$ cat config.mk
export PLATFORM = sky130hd
export DESIGN_NAME = mem_port_arbiter
export DESIGN_NICKNAME = d
export VERILOG_FILES = /design/src/rtl/mem_port_arbiter_pkg.sv /design/src/rtl/mem_port_arbiter.sv
export SDC_FILE = /design/constraint.sdc
export NUM_CORES = 1
export LEC_CHECK = 0
export CORE_MARGIN = 2
export CORE_UTILIZATION = 38
export CTS_CLUSTER_DIAMETER = 40
export DETAILED_ROUTE_END_ITERATION = 8
export GPL_TIMING_DRIVEN = 1
export PLACE_DENSITY = 0.75
export SYNTH_ARGS = -nofsm -noshare
export SYNTH_HDL_FRONTEND = slang
export SYNTH_SLANG_ARGS = --single-unit
export TNS_END_PERCENT = 1
$ cat constraint.sdc
create_clock -name clk -period 1.65 [get_ports clk]
set_input_delay 0.33 -clock clk [delete_from_list [all_inputs] [get_ports clk]]
set_output_delay 0.33 -clock clk [all_outputs]
set_load 0.1 [all_outputs]
$ cat src/rtl/mem_port_arbiter_pkg.sv
// rtl/mem_port_arbiter_pkg.sv - state encodings and grant rule shared by the memory port arbiter
package mem_port_arbiter_pkg;

  localparam logic [1:0] ARBST_IDLE   = 2'd0;
  localparam logic [1:0] ARBST_BUSY_I = 2'd1;
  localparam logic [1:0] ARBST_BUSY_D = 2'd2;

  // Data side wins a tie unless it took the previous grant; a lone eligible port always wins.
  function automatic logic pick_data_port(input logic i_elig, input logic d_elig, input logic last_d);
    return d_elig & (~i_elig | ~last_d);
  endfunction

endpackage

$ cat src/rtl/mem_port_arbiter.sv
// rtl/mem_port_arbiter.sv - shares one memory port between fetch and data stages; ARB_STATS_EN adds conflict_cnt
module mem_port_arbiter
  import mem_port_arbiter_pkg::*;
#(
  parameter int WORD_W = 16,
  parameter int ADDR_W = 16
`ifdef ARB_STATS_EN
  ,
  parameter int CNT_W  = 16
`endif
) (
  input  logic              clk,
  input  logic              reset_n,
  input  logic              i_req,
  input  logic [ADDR_W-1:0] i_addr,
  output logic              i_ack,
  output logic [WORD_W-1:0] i_rdata,
  input  logic              d_req,
  input  logic              d_we,
  input  logic [ADDR_W-1:0] d_addr,
  input  logic [WORD_W-1:0] d_wdata,
  output logic              d_ack,
  output logic [WORD_W-1:0] d_rdata,
  output logic              mem_req,
  output logic              mem_we,
  output logic [ADDR_W-1:0] mem_addr,
  output logic [WORD_W-1:0] mem_wdata,
  input  logic              mem_ready,
  input  logic [WORD_W-1:0] mem_rdata,
  output logic              stall_if,
  output logic              stall_mem
`ifdef ARB_STATS_EN
  ,
  output logic [CNT_W-1:0]  conflict_cnt
`endif
);

  logic [1:0] state;
  logic       last_d;
  logic       i_elig;
  logic       d_elig;
  logic       grant_d;
  logic       grant_i;

  // A port is masked during its own ack cycle so a stale request is not granted again.
  always_comb begin
    i_elig  = i_req & ~i_ack;
    d_elig  = d_req & ~d_ack;
    grant_d = pick_data_port(i_elig, d_elig, last_d);
    grant_i = i_elig & ~grant_d;
  end

  assign stall_if  = i_req & ~i_ack;
  assign stall_mem = d_req & ~d_ack;

  // Arbitration FSM: grant from IDLE, hold the registered memory request until mem_ready.
  always_ff @(posedge clk or negedge reset_n) begin
    if (!reset_n) begin
      state     <= ARBST_IDLE;
      last_d    <= 1'b0;
      mem_req   <= 1'b0;
      mem_we    <= 1'b0;
      mem_addr  <= '0;
      mem_wdata <= '0;
      i_ack     <= 1'b0;
      d_ack     <= 1'b0;
      i_rdata   <= '0;
      d_rdata   <= '0;
    end else begin
      i_ack <= 1'b0;
      d_ack <= 1'b0;
      case (state)
        ARBST_IDLE: begin
          if (grant_d) begin
            state     <= ARBST_BUSY_D;
            mem_req   <= 1'b1;
            mem_we    <= d_we;
            mem_addr  <= d_addr;
            mem_wdata <= d_wdata;
            last_d    <= 1'b1;
          end else if (grant_i) begin
            state    <= ARBST_BUSY_I;
            mem_req  <= 1'b1;
            mem_we   <= 1'b0;
            mem_addr <= i_addr;
            last_d   <= 1'b0;
          end
        end
        ARBST_BUSY_I: begin
          if (mem_ready) begin
            i_rdata <= mem_rdata;
            i_ack   <= 1'b1;
            mem_req <= 1'b0;
            mem_we  <= 1'b0;
            state   <= ARBST_IDLE;
          end
        end
        ARBST_BUSY_D: begin
          if (mem_ready) begin
            d_rdata <= mem_rdata;
            d_ack   <= 1'b1;
            mem_req <= 1'b0;
            mem_we  <= 1'b0;
            state   <= ARBST_IDLE;
          end
        end
        default: begin
          state   <= ARBST_IDLE;
          mem_req <= 1'b0;
          mem_we  <= 1'b0;
        end
      endcase
    end
  end

`ifdef ARB_STATS_EN
  // Counts IDLE cycles where both ports compete for the grant; saturates at all-ones.
  always_ff @(posedge clk or negedge reset_n) begin
    if (!reset_n) begin
      conflict_cnt <= '0;
    end else if ((state == ARBST_IDLE) && i_elig && d_elig && (conflict_cnt != '1)) begin
      conflict_cnt <= conflict_cnt + CNT_W'(1);
    end
  end
`endif

endmodule

==> impl_metrics.tcl <==
set metrics [dict create \
    final_cell_area_um2 5850 \
    diodes 0 \
    clk_root_buffer_cell "clkbuf_8" \
    grt_start_max_net_pins 30 \
    drt-pass1-iter-count 4 \
    arrival_ps 1340 \
    yosysSeqAreaShare_pct 55.3 \
    fin_crit_sh_pct 101 \
    fin_tns_setup_ps -15.7 \
    syn_area_per_cell_um2 12.8 \
    tightest_slew_ps 342 \
    grt_pass1_vias 2923 \
    grt_pass1_wl_um 14200 \
    crit_fanout 2 \
    syn_area_um2 3210 \
    clk_latency_ps 350 \
    drive_gt1_share_pct 40.8 \
    synth-edff-count 0 \
    layout_commonest_cell "buf_12" \
    syn_nets 323 \
    core_um2 8220 \
    setup_violations 1 \
    fin_crit_ps 1670 \
    drc_errors 0 \
    outcome "finished with violations" \
    io_pins 140 \
    violations "setup timing" \
    cts_max_path_buffers 2 \
    area_growth_syn_to_layout_pct 82.1 \
    via_per_inst 5.11 \
    rsz0062_at_grt "true" \
    wl_um 8950 \
    critPathCaptureType "primary output" \
    drtAntennaViolNets 0 \
    clock.fmax_ghz 0.600 \
    drt_iter0_drc 122 \
    critical_path_required_ps 1320 \
    synth_top_cell_area_share_pct 55.3 \
    fin_skew_ps 10.6 \
    clk_pin_slew_ps 80 \
    synthCells 250 \
    place_congestion 0.754 \
    synth-seq-cells 71 \
    vias 2642 \
    dp.cells 497 \
    cts_buffers 9 \
    min_path_type "in -> async" \
    die_x_um 95.9 \
    criticalPathCategory "reg -> out" \
    dieArea_um2 9200 \
    core.rowCount 33 \
    maxSlewHeadroom_pct 77.1 \
    hold_violations 0 \
    yosys-top-cells-area "dfrtp_1, mux2_2, and3b_1, a221oi_1, mux2_4" \
    die_height_um 95.9 \
    start_kind "flop" \
    wl_per_cell_um 17.3 \
    initial_utilization_pct 39.1 \
    ys_types 29 \
    final_max_slew_viol_count 0 \
    synthArstFlopShare_pct 100 \
    fin_cells 517 \
    fin_nets 480 \
    h-tree-depth 3 \
    portBuffers 139 \
    place_area_um2 5580 \
    maxCapViolations 0 \
    yosys_most_used_dff "dfrtp_1" \
    cts_tree "done" \
    antenna_found_initial 0 \
    track_usage_pct 20.3 \
    dp_hpwl_um 6860 \
    worst_slack_ps -15.7 \
    grt.overflow.total 0 \
    synth_top_cell_by_area "dfrtp_1" \
    clock_sinks 71 \
    final_cell_mix "buf_12, dfrtp_1, clkdlybuf4s50_1" \
    synth_warnings 0 \
]
what timing repair did:
action / in CTS / in global routing
resized for setup: 4 / 7
hold buffers: 1 / 0
setup endpoints to repair: 3 / 18
pin swaps: 0 / 0
buffers inserted: 3 / 0
gates cloned: 0 / 0
endpoints found under the hold margin: 20 / 0
cell usage after synthesis (2+ instances only):
cell / instances
dfrtp_1: 71
buf_2: 7
nand2b_1: 2
nand3b_1: 2
mux2_2: 39
a22oi_1: 16
a221oi_1: 16
nand2_1: 4
mux2_4: 9
inv_1: 22
and3b_1: 17
nand4_1: 3
ha_1: 3
o21ai_0: 17
clkbuf_1: 8
stage by stage:
step / hold WS (ps) / setup WS [ps] / util (%)
after global routing: 433 / -66.2 / 71.2
after floorplan: 34.4 / -412 / -
after detailed placement: 244 / -202 / 67.9
final: 417 / -15.7 / 71.2
after CTS: 406 / -26.4 / 70.9
after global placement: 240 / -169 / 67.9
state kept, by name (all words and copies together) (netlist names):
signal     count
mem_addr      16
mem_we         1
d_rdata       16
state          2
i_ack          1
mem_req        1
d_ack          1
i_rdata       16
last_d         1
mem_wdata     16
routing by layer:
metal  vias to the layer above  part of all wire (%)  track usage (%)  wire length, µm
li1                       1223                     -                -                -
met1                      1310                    37             22.9             3330
met2                       100                    52             34.8             4640
met3                         9                   9.9             8.54              882
met4                         0                   1.1             6.43               99
met5                         -                     0                0                0
kinds of logic (layout without fill, tap and decap cells):
logic type	after synthesis	after routing	share of synthesized area, %
AOI/OAI and AO/OA	56	56	12.4
DFF	71	71	55.3
and+or+nand+nor	32	32	7.71
adders and majority gates	3	3	1.17
muxes	48	48	17.9
buffers and inverters	40	202	5.53
critical path, cell delays in order (launching register included):
cell,delay [ps]
dfrtp_4,480
nand2b_4,150
buf_6,110
clkinvlp_4,80
buf_12,170
area by class of cell:
cell class,count,area (µm²)
clock inverter,5,56.3
fill,545,2370
multi-input combinational,139,1300
sequential,71,1780
timing repair buffer,163,2340
inverter,23,93.8
tap,105,131
clock buffer,11,141
worst paths after layout:
check,cells after the start,to,slack [ps],from
max in group asynchronous,3,d_rdata[14],610,reset_n
worst max-delay path,4,stall_mem,-20,d_ack
min in group clk,3,mem_addr[3],550,i_addr[3]
worst max register to register,5,mem_wdata[0],10,d_ack
worst min register to register,1,mem_req,560,mem_req
worst min-delay path,2,d_rdata[10],420,reset_n
Power is not shown: default switching activity piles up to over one toggle a cycle in this logic, so the estimate is an artifact.
==> edit 1: new RTL, same settings <==
`WORD_W`: 16 -> 24.
--- a/src/rtl/mem_port_arbiter.sv
+++ b/src/rtl/mem_port_arbiter.sv
@@ -3,5 +3,5 @@
   import mem_port_arbiter_pkg::*;
 #(
-  parameter int WORD_W = 16,
+  parameter int WORD_W = 24,
   parameter int ADDR_W = 16
 `ifdef ARB_STATS_EN
Ports: changed (5 resized); port bits go from 140 to 180. No check against the original RTL was run, so the function may have changed too.
==> edit 1 against the original RTL <==
- the flow still finishes with violations (setup timing)
- count of clock-buffer cells in the layout up 2
- wire length up 28%
- sequential cell count up 24
- critical endpoint is now mem_wdata[5]
- clock skew down 0.0047 ns
- final area up 29%
- synthesized area up 28%
- worst setup slack worse by 0.042 ns
- global-route usage about the same
- register-to-register slack worse by 0.07 ns
- non-clock buffer count up 47
- maximum frequency down 2.4%
Power is left out: the tool's default activity adds up to more than one toggle a clock period on the data nets, which glitch-free logic cannot reach.
==> edit 1: results (changes against the original RTL) <==
stage	metric	value	unit	change
global_routing	grt_pass1_vias	3615		+24%
layout	nMultiInputCombCells	163		+17%
setup_path	worstPathMaxFanout	7		+5
layout	fill_cells	686		+26%
run_status	status	finished with violations		
logic_synthesis	synth_compound_area_frac	0.09695		-0.02693
global_routing	grt_use_total	0.2026		-0.0003946
layout	nonClkBufAreaFrac	0.4092		+0.009378
placement	portBuffers	179		+29%
logic_synthesis	syn_inst	301		+20%
logic_synthesis	ys_ff_latch	95		+34%
sta	tightestPinTransition	0.4212	ns	+0.07875 ns
routing	drt-met1-wl	4407	microns	+32%
sta	setup_tns	-1.025	ns	-1.009 ns
routing	dr.first_iter.drc_count	96		-21%
placement	hpwl	8566	microns	+25%
logic_synthesis	synth.area.mux_share	0.2067		+0.02790
cts	cts_setup_buffers	4		+1
logic_synthesis	synthTopCellsByArea	dfrtp_1 (58%), mux2_2 (15%), mux2_4 (3.7%)		
cts	cts_resized	10		+6
sta	fin_skew	0.005853	ns	-0.004742 ns
routing	met3WireLength	852	microns	-3.4%
placement	gp_congestion	0.7935		+5.3%
routing	viasPerCell	5.040		-1.4%
global_routing	grt_max_degree	43		+43%
sta	layout_setup_ws	-0.05720	ns	-0.04153 ns
sta	setup_viol	25		+24
placement	dp_slack	-0.2622	ns	-0.06037 ns
run_status	violations	setup timing		
setup_path	cp.arrival	1.95	ns	+0.61 ns
global_routing	use_met2	0.3527		+0.004748
logic_synthesis	synth_common_cells	dfrtp_1 (95), mux2_2 (53), inv_1 (22)		
layout	stdcell_count	643		+24%
routing	wl_met2	6033	microns	+30%
placement	dp_cells	618		+24%
layout	drive_gt1_frac	0.4320		+0.02419
logic_synthesis	synth_seq_area_share	0.5793		+0.02609
logic_synthesis	synthesis.nets	390		+21%
global_routing	grt_pass1_wl	18250	microns	+28%
logic_synthesis	synth_adder_area_share	0.009146		-0.002540
layout	final_area	7548	sq um	+29%
placement	dpl_cell_area	7163	sq um	+28%
## edit 1: cell types whose count changed in the layout (fill, tap and decap cells not counted), sizes merged
cell | unedited run | this run
clkdlybuf4s50 | 68 | 84
inv | 22 | 21
clkinvlp | 3 | 2
clkbuf | 11 | 14
dfrtp | 71 | 95
mux2 | 48 | 72
buf | 94 | 124
## edit 1: path summary, 6_finish.rpt
kind | startpoint | end | slack (ns) | cells after the start
max | d_ack | mem_wdata[5] | -0.06 | 6
max in group asynchronous | reset_n | d_rdata[14] | 0.62 | 3
min | reset_n | i_rdata[8] | 0.45 | 2
min reg2reg | mem_wdata[20] | mem_wdata[20] | 0.56 | 1
min in group clk | i_addr[5] | mem_addr[5] | 0.55 | 3
max reg2reg | d_ack | mem_wdata[5] | -0.06 | 6
## edit 1: worst max-delay path, cell delays in order, from the launching register on
cell       delay [ns]
dfrtp_4          0.48
nand2b_4         0.15
buf_4            0.15
nor3_4           0.21
buf_12           0.15
clkbuf_16        0.15
mux2_4           0.30
==> edit 2: new RTL, same flow settings <==
Made on the original files. Add a define of `ARB_STATS_EN`.
--- a/src/rtl/mem_port_arbiter.sv
+++ b/src/rtl/mem_port_arbiter.sv
@@ -1,3 +1,5 @@
 // rtl/mem_port_arbiter.sv - shares one memory port between fetch and data stages; ARB_STATS_EN adds conflict_cnt
+`define ARB_STATS_EN
+
 module mem_port_arbiter
   import mem_port_arbiter_pkg::*;
Formal check against the unedited RTL (old outputs only; new: conflict_cnt): equivalent (Yosys induction, for registers that start in step).
==> edit 2 against the original RTL <==
- the run still ends with setup timing left
- worst setup slack lost 0.11 ns
- wire length is 9.4% higher
- final area increased by 18%
- non-clock buffer count increased by 32
- first-iteration DRC count down 47%
- synthesized area is 15% higher
- core utilization up 3.1 points
- sequential cell count grew 16
- synthesized cell count rose by 12%
Power is not shown: default switching activity piles up to over one toggle a cycle in this logic, so the estimate is an artifact.
==> edit 2: results (changes against the original RTL) <==
stage	metric	value	unit	change
routing	dr.first_iter.drc_count	65		-47%
setup_path	worstPathMaxFanout	4		+2
global_routing	grt_antenna_before_repair	0		unchanged
global_routing	grt_max_degree	88		+190%
setup_path	cp.arrival	2.03	ns	+0.69 ns
cts	clock_latency	0.34	ns	
placement	hpwl	7320	microns	+6.7%
layout	nets	550		+15%
placement	portBuffers	155		+12%
setup_path	rr_startpoint	d_ack		
global_routing	grt_use_total	0.1903		-0.01267
layout	drive_gt1_frac	0.4865		+0.07872
global_routing	grt_remaining_overflow	0		unchanged
sta	fin_skew	0.008936	ns	-0.001659 ns
logic_synthesis	synth_common_cells	dfrtp_1 (87), mux2_2 (51), nand2_1 (30)		
run_status	status	finished with violations		
setup_path	r2r-end	conflict_cnt[13]		
sta	setup_viol	9		+8
run_status	violations	setup timing		
sta	layout_setup_ws	-0.1292	ns	-0.1135 ns
global_routing	use_met2	0.3363		-0.01155
global_routing	grt_pass1_vias	3194		+9.3%
sta	tightestPinTransition	0.4558	ns	+0.1133 ns
setup_path	reg2reg_depth	4		-1
routing	totalWireLength	9795	microns	+9.4%
logic_synthesis	synthTopCellsByArea	dfrtp_1 (59%), mux2_2 (16%), mux2i_1 (4.6%)		
routing	viasPerCell	4.766		-6.7%
logic_synthesis	ys_types	42		+45%
logic_synthesis	synth_seq_area_share	0.5902		+0.03706
logic_synthesis	synthesis.nets	353		+9.3%
layout	antenna_cells	0		unchanged
setup_path	reg2reg_slack	-0.13	ns	-0.14 ns
placement	gp_congestion	0.7562		+0.33%
placement	dpl_cell_area	6608	sq um	+18%
global_routing	grt_pass1_wl	15560	microns	+9.5%
global_routing	met1_usage	0.2178		-0.01155
routing	first_pass_iters	4		unchanged
global_routing	met3_usage	0.06983		-0.01553
placement	dp_slack	-0.3991	ns	-0.1973 ns
-- edit 2: routing by layer --
metal,vias up,wire length (microns)
met4,0,114
met5,-,0
met2,104,5232
met3,8,806
met1,1418,3642
li1,1377,-
-- edit 2: how the worst max path moves through the flow --
stage               startpoint               end  slack, ns
finish                   d_ack  conflict_cnt[13]      -0.13
global route             d_ack  conflict_cnt[13]      -0.21
CTS                      d_ack  conflict_cnt[14]      -0.10
detailed placement       i_req  conflict_cnt[14]      -0.40
global placement         d_req  conflict_cnt[14]      -0.35
floorplan                d_ack     mem_wdata[10]      -0.55
-- edit 2: area by class of cell --
| class | instances | area, sq um |
|---|---|---|
| Timing Repair Buffer | 195 | 2808 |
| Fill cell | 612 | 2400 |
| Sequential cell | 87 | 2198 |
| Multi-Input combinational cell | 178 | 1559 |
| Tap cell | 129 | 161.4 |
| Clock buffer | 10 | 137.6 |
| Clock inverter | 6 | 45.04 |
| Inverter | 5 | 18.77 |
-- edit 2: through the flow --
stage	setup TNS [ns]	utilization	hold slack (ns)	std cells
2_1_floorplan	-23.39	-	0.03441	279
3_3_place_gp	-8.449	0.7084	0.4059	591
3_5_place_dp	-10.48	0.7084	0.4118	591
4_1_cts	-0.4046	0.7351	0.02536	610
5_1_grt	-1.968	0.7427	0.03816	610
6_report	-0.6528	0.7427	0.01889	610
-- edit 2: cell families after synthesis --
family	count (synthesis)	share of synthesized area
flip-flops	87	0.5902
adder cells (fa/ha/maj)	4	0.01357
AND/OR/NAND/NOR	65	0.09430
AO/OA/AOI/OAI	29	0.05122
buffers and inverters	14	0.01866
XOR/XNOR	11	0.02612
multiplexers	69	0.2059
-- edit 2: timing repair --
| item | CTS | global route |
|---|---|---|
| endpoints found under the setup margin | 23 | 45 |
| pin swaps | 5 | 5 |
| setup buffers | 3 | 0 |
| resized for setup | 11 | 23 |
-- edit 2: critical path, cell delays in order (launching register included) --
cell	delay, ns
dfrtp_4	0.48
and4bb_2	0.33
nand4_1	0.28
nor4_2	0.41
xor2_1	0.19
